==> config.mk <==
export PLATFORM = sky130hd
export DESIGN_NAME = xctrl_v2
export DESIGN_NICKNAME = d
export VERILOG_FILES = /design/src/rtl/xctrl_v2.sv
export SDC_FILE = /design/constraint.sdc
export NUM_CORES = 1
export LEC_CHECK = 0
export BUFFER_PORTS_ARGS = -buffer_cell sky130_fd_sc_hd__buf_2
export CAP_MARGIN = 20
export CORE_MARGIN = 8
export CORE_UTILIZATION = 32
export DETAILED_ROUTE_END_ITERATION = 7
export RECOVER_POWER = 100
export SETUP_SLACK_MARGIN = 0.5
export SLEW_MARGIN = 20
export SYNTH_ARGS = -nofsm -noshare
export SYNTH_HDL_FRONTEND = slang
export SYNTH_SLANG_ARGS = --single-unit
==> constraint.sdc <==
create_clock -name clk -period 7.7 [get_ports clk]
set_clock_uncertainty 0.15 [all_clocks]
set_input_delay 1.54 -clock clk [delete_from_list [all_inputs] [get_ports clk]]
set_output_delay 1.54 -clock clk [all_outputs]
set_load 0.02 [all_outputs]
==> src/rtl/xctrl_v2.sv <==
// xctrl_v2: accumulator controller with async-read program ROM, a stalling data bus with
// bounded timeout, a hardware call/return stack and sticky error flags.
module xctrl_v2 #(
   parameter int unsigned DATA_W      = 32,
   parameter int unsigned ADDR_W      = 10,
   parameter int unsigned PROG_ADDR_W = 10,
   parameter int unsigned IMM_W       = 16,
   parameter int unsigned PROG_START  = 0,
   parameter int unsigned RB_ADDR     = 1,
   parameter int unsigned RC_ADDR     = 2,
   parameter int unsigned STACK_DEPTH = 4,
   parameter int unsigned WAIT_MAX    = 15
) (
   input  logic                   clk,
   input  logic                   rst,
   output logic [PROG_ADDR_W-1:0] pc,
   input  logic [IMM_W+3:0]       instruction,
   output logic                   data_sel,
   output logic                   data_we,
   output logic [ADDR_W-1:0]      data_addr,
   output logic [DATA_W-1:0]      data_wdata,
   input  logic [DATA_W-1:0]      data_rdata,
   input  logic                   data_ready
);

   localparam int unsigned SP_W  = $clog2(STACK_DEPTH + 1);
   localparam int unsigned IDX_W = (STACK_DEPTH > 1) ? $clog2(STACK_DEPTH) : 1;
   localparam int unsigned CNT_W = (WAIT_MAX > 1) ? $clog2(WAIT_MAX + 1) : 1;

   localparam logic [ADDR_W-1:0]      RB_A     = ADDR_W'(RB_ADDR);
   localparam logic [ADDR_W-1:0]      RC_A     = ADDR_W'(RC_ADDR);
   localparam logic [PROG_ADDR_W-1:0] PC_RESET = PROG_ADDR_W'(PROG_START);
   localparam logic [SP_W-1:0]        SP_FULL  = SP_W'(STACK_DEPTH);
   localparam logic [CNT_W-1:0]       CNT_MAX  = CNT_W'(WAIT_MAX);

   typedef enum logic [3:0] {
      OpAddi  = 4'h0, OpAdd  = 4'h1, OpSub   = 4'h2, OpShft  = 4'h3,
      OpAnd   = 4'h4, OpXor  = 4'h5, OpLdi   = 4'h6, OpLdih  = 4'h7,
      OpRdw   = 4'h8, OpWrw  = 4'h9, OpRdwb  = 4'hA, OpWrwb  = 4'hB,
      OpBeqi  = 4'hC, OpBneqi = 4'hD, OpCall = 4'hE, OpRet   = 4'hF
   } opcode_e;

   typedef enum logic {StExec, StWait} state_e;

   state_e                 state_q;
   logic [CNT_W-1:0]       cnt_q;
   logic [PROG_ADDR_W-1:0] pc_q;
   logic [DATA_W-1:0]      ra_q, rb_q;
   logic                   neg_q, ovf_q, tmo_q, sterr_q, carry_q;
   logic [SP_W-1:0]        sp_q;
   logic [PROG_ADDR_W-1:0] stack_q [STACK_DEPTH];

   opcode_e                op;
   logic [DATA_W-1:0]      imm, rc_val, mem_val, addend;
   logic                   mem_op, mem_wr, based;
   logic [ADDR_W-1:0]      eff_addr;
   logic                   is_rb, is_rc, ext, retire, abort;
   logic [DATA_W:0]        sum, diff;
   logic                   ovf_add, ovf_sub;
   logic [PROG_ADDR_W-1:0] pc_inc;
   logic [IDX_W-1:0]       push_idx, pop_idx;

   assign op  = opcode_e'(instruction[IMM_W+3:IMM_W]);
   assign imm = {{(DATA_W-IMM_W){instruction[IMM_W-1]}}, instruction[IMM_W-1:0]};

   always_comb begin
      mem_op = 1'b0;
      mem_wr = 1'b0;
      based  = 1'b0;
      unique case (op)
         OpAdd, OpSub, OpAnd, OpXor, OpRdw: mem_op = 1'b1;
         OpWrw:  begin mem_op = 1'b1; mem_wr = 1'b1; end
         OpRdwb: begin mem_op = 1'b1; based = 1'b1; end
         OpWrwb: begin mem_op = 1'b1; mem_wr = 1'b1; based = 1'b1; end
         default: ;
      endcase
   end

   always_comb begin
      rc_val           = '0;
      rc_val[DATA_W-1] = neg_q;
      rc_val[DATA_W-2] = ovf_q;
      rc_val[2]        = tmo_q;
      rc_val[1]        = sterr_q;
      rc_val[0]        = carry_q;
   end

   assign eff_addr = based ? (rb_q[ADDR_W-1:0] + instruction[ADDR_W-1:0])
                           : instruction[ADDR_W-1:0];
   assign is_rb    = (eff_addr == RB_A);
   assign is_rc    = (eff_addr == RC_A);
   assign ext      = mem_op & ~is_rb & ~is_rc;
   assign mem_val  = is_rb ? rb_q : (is_rc ? rc_val : data_rdata);

   // Bus strobes follow the ROM combinationally; the held pc keeps them stable while stalled.
   assign data_sel   = rst & ext;
   assign data_we    = rst & ext & mem_wr;
   assign data_addr  = eff_addr;
   assign data_wdata = ra_q;
   assign pc         = pc_q;

   assign retire = (state_q == StExec) ? (~ext | data_ready) : data_ready;
   assign abort  = (WAIT_MAX != 0) && (state_q == StWait) && !data_ready && (cnt_q == CNT_MAX);

   assign addend  = (op == OpAddi) ? imm : mem_val;
   assign sum     = {1'b0, ra_q} + {1'b0, addend};
   assign diff    = {1'b0, ra_q} - {1'b0, mem_val};
   assign ovf_add = (ra_q[DATA_W-1] == addend[DATA_W-1]) & (sum[DATA_W-1] != ra_q[DATA_W-1]);
   assign ovf_sub = (ra_q[DATA_W-1] != mem_val[DATA_W-1]) & (diff[DATA_W-1] != ra_q[DATA_W-1]);

   assign pc_inc   = pc_q + PROG_ADDR_W'(1);
   assign push_idx = IDX_W'(sp_q);
   assign pop_idx  = IDX_W'(sp_q - SP_W'(1));

   always_ff @(posedge clk or negedge rst) begin
      if (!rst) begin
         state_q <= StExec;
         cnt_q   <= '0;
         pc_q    <= PC_RESET;
         ra_q    <= '0;
         rb_q    <= '0;
         neg_q   <= 1'b0;
         ovf_q   <= 1'b0;
         tmo_q   <= 1'b0;
         sterr_q <= 1'b0;
         carry_q <= 1'b0;
         sp_q    <= '0;
         for (int i = 0; i < STACK_DEPTH; i++) stack_q[i] <= '0;
      end else if (retire) begin
         state_q <= StExec;
         cnt_q   <= '0;
         pc_q    <= pc_inc;
         unique case (op)
            OpAddi, OpAdd: begin
               ra_q    <= sum[DATA_W-1:0];
               carry_q <= sum[DATA_W];
               neg_q   <= sum[DATA_W-1];
               ovf_q   <= ovf_add;
            end
            OpSub: begin
               ra_q    <= diff[DATA_W-1:0];
               carry_q <= diff[DATA_W];
               neg_q   <= diff[DATA_W-1];
               ovf_q   <= ovf_sub;
            end
            OpShft: begin
               if (instruction[IMM_W-1]) begin
                  ra_q    <= {ra_q[DATA_W-2:0], 1'b0};
                  carry_q <= ra_q[DATA_W-1];
               end else begin
                  ra_q    <= {1'b0, ra_q[DATA_W-1:1]};
                  carry_q <= ra_q[0];
               end
            end
            OpAnd:  ra_q <= ra_q & mem_val;
            OpXor:  ra_q <= ra_q ^ mem_val;
            OpLdi:  ra_q <= imm;
            OpLdih: ra_q[DATA_W-1:IMM_W] <= imm[DATA_W-IMM_W-1:0];
            OpRdw, OpRdwb: ra_q <= mem_val;
            OpWrw, OpWrwb: begin
               if (is_rb) begin
                  rb_q <= ra_q;
               end else if (is_rc) begin
                  neg_q   <= ra_q[DATA_W-1];
                  ovf_q   <= ra_q[DATA_W-2];
                  tmo_q   <= ra_q[2];
                  sterr_q <= ra_q[1];
                  carry_q <= ra_q[0];
               end
            end
            OpBeqi, OpBneqi: begin
               if ((ra_q == '0) == (op == OpBeqi)) pc_q <= instruction[PROG_ADDR_W-1:0];
               ra_q <= ra_q - DATA_W'(1);
            end
            OpCall: begin
               pc_q <= instruction[PROG_ADDR_W-1:0];
               if (sp_q != SP_FULL) begin
                  stack_q[push_idx] <= pc_inc;
                  sp_q              <= sp_q + SP_W'(1);
               end else begin
                  sterr_q <= 1'b1;
               end
            end
            OpRet: begin
               if (sp_q != '0) begin
                  pc_q <= stack_q[pop_idx];
                  sp_q <= sp_q - SP_W'(1);
               end else begin
                  sterr_q <= 1'b1;
               end
            end
         endcase
      end else if (abort) begin
         // Timed-out access: drop the write / keep RA and move on.
         state_q <= StExec;
         cnt_q   <= '0;
         pc_q    <= pc_inc;
         tmo_q   <= 1'b1;
      end else if (state_q == StExec) begin
         state_q <= StWait;
         cnt_q   <= CNT_W'(1);
      end else if (cnt_q != '1) begin
         cnt_q <= cnt_q + CNT_W'(1);
      end
   end

endmodule

==> impl_metrics.yaml, run 1 <==
sta:
  final-hold-violation-count: 0
  clock.fmax_mhz: 138
  rsz0062_at_grt: "no"
  setup_violations: 0
  fin_ws_ps: 463
  maxSlewViolCount: 104
  min_period_ps: 7240
  worst_slew_pin_slew_ps: 3520
  finalCritPeriodShare: 0.940
  relSlewSlack: -1.34
clock_tree:
  clock-sinks: 127
  cts_root_buffer: "clkbuf_16"
  clk_latency_ps: 470
  htree_levels: 4
  cts_made_buffers: 17
  holdBufCountCts: 0
  cts_tree: "yes"
  clock_path_buffers: 2
  clkTransAtPathRegs_ps: 70
worst_setup_path:
  cp-start-kind: "input pin"
  crit_path_end_kind: "flop"
  slowest_stage: "fa_1"
  rr_startpoint: "rb_q[1]"
  critPathMaxStageDelay_ps: 440
  cp_top_family: "compound AO/OA/AOI/OAI gates"
  crit_type: "input pin to flop"
  crit_start: "instruction[1]"
  crit_chain: "buf_2, ha_1, a211oi_1, o21bai_1, o311a_1, a211o_1, or2_4, a211oi_4, clkbuf_4, a221o_1, clkbuf_1, inv_1, mux2_1, fa_1, a211oi_1, nor2_1, a41oi_2, nor4bb_2, or4_1, o311a_1, a221oi_2, xor2_1, o211ai_1, o22a_1"
  crit_buf_inv: 4
  cp_max_fo: 5
  arrival_ps: 7450
  crit_required_ps: 7910
grt:
  first_global_vias: 13800
  grt_max_degree: 74
  grt_overflow_total: 0
  grt_pass1_wl_mm: 84.1
  antenna_found_initial: 2
  track_usage: 0.217
placement:
  gp_congestion: 0.994
  dpl_worst_slack_ps: -60.2
  port_buffers: 108
  placed_area_um2: 15400
  dp_hpwl_mm: 40.7
  placed_cells: 2371
floorplanning:
  die_h_um: 224
  initial_core_util: 0.323
  core_um2: 42900
  io_pins: 109
  dieArea_um2: 50200
  fp.dieW_um: 224
  row_count: 76
job:
  drv_cap: 3
status:
  violations: "max-capacitance violations, max-slew violations"
  status: "finished with violations"
finish:
  drive_gt1_frac: 0.153
  finalNonFillerCells: 2415
  final_cell_mix: "a21oi_1 (158), nor2_1 (150), nand2_1 (133), dfrtp_1 (127), ha_1 (123)"
  final_nets: 2001
  final_common_cell: "a21oi_1"
  synthToLayoutAreaGrowth_pct: 16.5
  final_cell_area_um2: 16100
yosys:
  synth_top_area_cell: "dfrtp_1"
  yosysWarnings: 0
  synth-main-ff-cell: "dfrtp_1"
  syn_area_per_cell_um2: 8.18
  synthCells: 1693
  synthDistinctLibCells: 84
  synth-edff-count: 0
  synthTopCellsByArea: "dfrtp_1 (23%), ha_1 (12%), a21oi_1 (5.8%)"
  synthesis.area_um2: 13800
  synth_nets: 1879
  ys_seq_elements: 127
  yosysSeqAreaShare: 0.229
  async_flop_share: 1.00
  yosys.area.top_type_share: 0.229
power:
  power.static_leakage_uw: 0.00695
  p_total_uw: 5390
  vdd_drop_max_mv: 0.152
  cellPowerDensity_nw_per_um2: 334
drt:
  first_iter_violations: 1562
  wire_per_inst_um: 23.3
  firstDrtPassIters: 5
  ant_nets: 0
  via_per_inst: 5.94
  drc: 0
  dr_total_vias: 14400
  drt_wl_total_mm: 56.3
worst_hold_path:
  hp-start: "stack_q[30]"
  hold_class: "flop to flop"
## final timing paths
path	endpoint	slack [ps]	depth (start not counted)
setup reg to reg	data_wdata[30]	1260	23
min in group asynchronous	stack_q[3]	960	1
setup / recovery	data_wdata[30]	460	24
max in group asynchronous	data_wdata[12]	2650	2
hold / removal	stack_q[30]	330	2
hold reg to reg	stack_q[30]	330	2
## where the power goes
group          internal [uW]  switching (uW)  total (uW)
sequential               846             473        1320
combinational           1380            1840        3220
clock                    475             377         852
total                   2700            2690        5390
## cell usage after synthesis, types with 11 or more instances
| master | count |
|---|---|
| xor2_1 | 16 |
| a221oi_1 | 32 |
| dfrtp_1 | 127 |
| nor3_1 | 35 |
| nand2_1 | 132 |
| a221o_1 | 20 |
| a21oi_1 | 160 |
| ha_1 | 128 |
| inv_1 | 78 |
| a31oi_1 | 16 |
| mux2_2 | 30 |
| o211ai_1 | 13 |
| a211oi_1 | 25 |
| a21o_1 | 11 |
| o21bai_1 | 14 |
| nand3_1 | 35 |
| o221ai_1 | 13 |
| clkbuf_1 | 83 |
| nor2_1 | 152 |
| a22oi_1 | 25 |
| nand4_1 | 12 |
| mux2i_1 | 44 |
| or3_1 | 13 |
| mux2_1 | 37 |
| o21ai_0 | 100 |
| nor2b_1 | 16 |
| buf_2 | 11 |
| xnor2_1 | 75 |
| nand2b_1 | 15 |
| o31ai_1 | 19 |
| a22o_1 | 11 |
## kinds of logic (layout without fill, tap and decap cells)
logic type / count (synthesis) / after routing / share of synthesized area
flip-flops: 127 / 127 / 0.229
XOR/XNOR: 93 / 93 / 0.0609
adder cells (fa/ha/maj): 131 / 131 / 0.120
buffers and inverters: 185 / 320 / 0.0522
AND/OR/NAND/NOR: 490 / 490 / 0.172
AO/OA/AOI/OAI: 546 / 546 / 0.262
multiplexers: 121 / 121 / 0.103
other: 0 / 2 / 0
## worst min-delay path, cell delays in order, from the launching register on
cell,delay [ps]
dfrtp_1,340
nand2_1,40
o21ai_0,60
## per-layer routing
| layer | vias to the layer above | share of wire | GRT usage |
|---|---|---|---|
| met4 | 0 | 0.032 | 0.0777 |
| met5 | - | 0 | 0 |
| met2 | 721 | 0.45 | 0.338 |
| met1 | 7002 | 0.42 | 0.289 |
| met3 | 101 | 0.098 | 0.0527 |
| li1 | 6529 | - | - |
## sequential cells by signal (all words and copies together) (netlist names), 3 cells and up
signal      count
cnt_q           4
data_wdata     32
pc             10
rb_q           32
sp_q            3
stack_q        40
## timing repair
item                                    4_1_cts  5_1_grt
endpoints found under the setup margin        4       16
gates resized for setup                       4       40
setup buffers                                 2        7
pin swaps                                     1       14
## stage by stage
| stage | hold WS (ps) | util | TNS (ps) |
|---|---|---|---|
| global route | 359 | 0.376 | 0 |
| detailed placement | 326 | 0.360 | -143 |
| global placement | 315 | 0.360 | 0 |
| CTS | 340 | 0.375 | 0 |
| finish | 328 | 0.376 | 0 |
| floorplan | 300 | - | 0 |
## final cells by class
class / count / area (um^2)
clock inverter: 13 / 143
fill: 4470 / 26700
inverter: 80 / 300
clock buffer: 19 / 453
antenna: 2 / 5.00
tap: 585 / 732
multi-input combinational: 1381 / 10100
sequential: 127 / 3180
timing repair buffer: 208 / 1220
Power figures use the tool's default switching activity.
==> run 2: changes to the inputs <==
- ABC_AREA: default -> 1
==> impl_metrics.yaml, run 2 <==
status:
  status: "finished with violations"
  violations: "max-capacitance violations, max-slew violations"
worst_setup_path:
  critPathMostFrequentCell: "nand2_1"
  ff2ff_path_depth: 28
  arrival_ps: 7410
  regToRegSetupSlack_ps: 1670
  regToRegEndpoint: "data_wdata[26]"
  crit_type: "input pin to flop"
  rr_startpoint: "rb_q[0]"
  crit_start: "instruction[17]"
  critPathMaxStageDelay_ps: 850
  slowest_stage: "nor2_1"
  cp-start-kind: "input pin"
  cp_max_fo: 40
  crit_required_ps: 7940
  cp_top_family: "simple AND/OR/NAND/NOR gates"
  crit_buf_inv: 6
  crit_path_end_kind: "flop"
  crit_cells: 27
  cp-endpoint: "data_wdata[26]"
grt:
  grt_pass1_wl_mm: 101
  grt_overflow_total: 0
  track_usage: 0.244
  first_global_vias: 16400
  antenna_found_initial: 0
  grt_max_degree: 65
clock_tree:
  clk_latency_ps: 490
  htree_levels: 4
  clock_path_buffers: 2
  cts_made_buffers: 17
  cts_resized: 0
  clock-sinks: 127
  post_cts_buffers: 0
  cts_root_buffer: "clkbuf_16"
  holdBufCountCts: 0
  clkTransAtPathRegs_ps: 70
  cts_tree: "yes"
yosys:
  synth-xor-area-share: 0.0145
  synth_nets: 2616
  ys_seq_elements: 127
  yosys.area_share.simple: 0.322
  syn_area_per_cell_um2: 6.22
  yosysSeqAreaShare: 0.210
  synthTopCellsByArea: "dfrtp_1 (21%), nand2_1 (17%), ha_1 (11%)"
  synth_common_cells: "nand2_1 (676), inv_1 (329), o21ai_0 (211)"
  synthDistinctLibCells: 61
  yosysWarnings: 0
  synth_top_family_by_area: "simple AND/OR/NAND/NOR gates"
  yosys.area.top_type_share: 0.210
  synthCells: 2430
  synth_compound_area_frac: 0.232
  synth_top_area_cell: "dfrtp_1"
  async_flop_share: 1.00
  synthAdderAreaFrac: 0.110
  synth.most_common_cell: "nand2_1"
  synth-main-ff-cell: "dfrtp_1"
  synth.area.mux_share: 0
  synth-edff-count: 0
  synthesis.area_um2: 15100
drt:
  drc: 0
  ant_nets: 0
  wire_per_inst_um: 21.6
  first_iter_violations: 1873
  firstDrtPassIters: 6
  dr_total_vias: 17400
  drt_wl_total_mm: 67.3
  via_per_inst: 5.59
finish:
  drive_gt1_frac: 0.0557
  final_common_cell: "nand2_1"
  synthToLayoutAreaGrowth_pct: 9.23
  regMostFlops: "stack_q"
  largest_reg_flops: 40
  diodes: 0
  finalNonFillerCells: 3119
  final_cell_mix: "nand2_1 (676), inv_1 (329), o21ai_0 (263), nor2_1 (188), a21oi_1 (170)"
  final_nets: 2685
placement:
  port_buffers: 108
  dp_hpwl_mm: 52.1
  placed_cells: 3087
  dpl_worst_slack_ps: 287
  gp_congestion: 1.00
floorplanning:
  initial_core_util: 0.325
  row_count: 79
  dieArea_um2: 54400
  io_pins: 109
  fp.dieW_um: 233
  die_h_um: 233
  core_um2: 46600
sta:
  fin_ws_ps: 534
  setup-tns-final_ps: 0
  relSlewSlack: -0.959
  min_period_ps: 7170
  worst_slew_pin_slew_ps: 2940
  clock.fmax_mhz: 140
  finalCritPeriodShare: 0.931
  setup_violations: 0
  rsz0062_at_grt: "no"
  final-hold-violation-count: 0
  maxSlewViolCount: 153
power:
  vdd_drop_max_mv: 0.231
  cellPowerDensity_nw_per_um2: 325
  power.static_leakage_uw: 0.00817
worst_hold_path:
  hp-start: "rb_q[12]"
  hold_class: "flop to flop"
job:
  drv_cap: 4
-- run 2: cell count changes after synthesis, sizes merged, moves of 20 or more --
cell	previous run	this run
nand2	133	684
inv	80	334
o21ai	110	271
nand3	37	157
mux2	67	0
xnor2	75	13
mux2i	44	0
clkbuf	83	41
nor2	153	195
nand4	12	41
a211oi	28	7
a221oi	32	11
a22oi	25	4
a221o	20	0
-- run 2: worst register-to-register path, delay by kind of cell (launching register included) --
kind | cells | cell delay (ps)
simple gates | 18 | 3090
flops | 1 | 420
compound gates | 4 | 750
buf+inv | 3 | 500
fa+ha+maj | 3 | 1060
-- run 2: power by group --
| part | internal [uW] | switching (uW) | total [uW] |
|---|---|---|---|
| clock | 482 | 369 | 851 |
| sequential | 864 | 411 | 1280 |
| combinational | 998 | 2250 | 3250 |
-- run 2: how the worst min path moves through the flow --
stage,endpoint,cells after the start
floorplan,tmo_q,2
global placement,rb_q[31],2
detailed placement,rb_q[13],2
CTS,rb_q[31],2
global route,tmo_q,2
finish,rb_q[12],2
-- run 2: logic make-up after synthesis --
logic type	Yosys count
XOR/XNOR	25
AND/OR/NAND/NOR	1145
AO/OA/AOI/OAI	587
buffers and inverters	415
adder cells (fa/ha/maj)	131
flip-flops	127
-- run 2: per-stage QoR --
step           utilization  power [uW]  hold WS, ps  cell area (um^2)
3_5_place_dp         0.348        4490          318             16200
5_1_grt              0.355        5800          352             16500
3_3_place_gp         0.348        4460          314             16200
6_report             0.355        5370          338             16500
2_1_floorplan            -        3370          284             15100
4_1_cts              0.360        5380          334             16800
-- run 2: per-layer routing --
metal / vias up / GRT usage / wire, um
met5: - / 0 / 0
met4: 0 / 0.116 / 2990
met3: 161 / 0.0454 / 5570
met2: 862 / 0.381 / 29700
met1: 8199 / 0.321 / 29100
li1: 8216 / - / -
-- run 2: cell type report --
type                       count  area (um^2)
timing repair buffer         127          603
clock inverter                13          155
clock buffer                  19          433
sequential                   127         3180
tap                          607          759
fill                        5163        30100
inverter                     338         1270
multi-input combinational   1888        10100
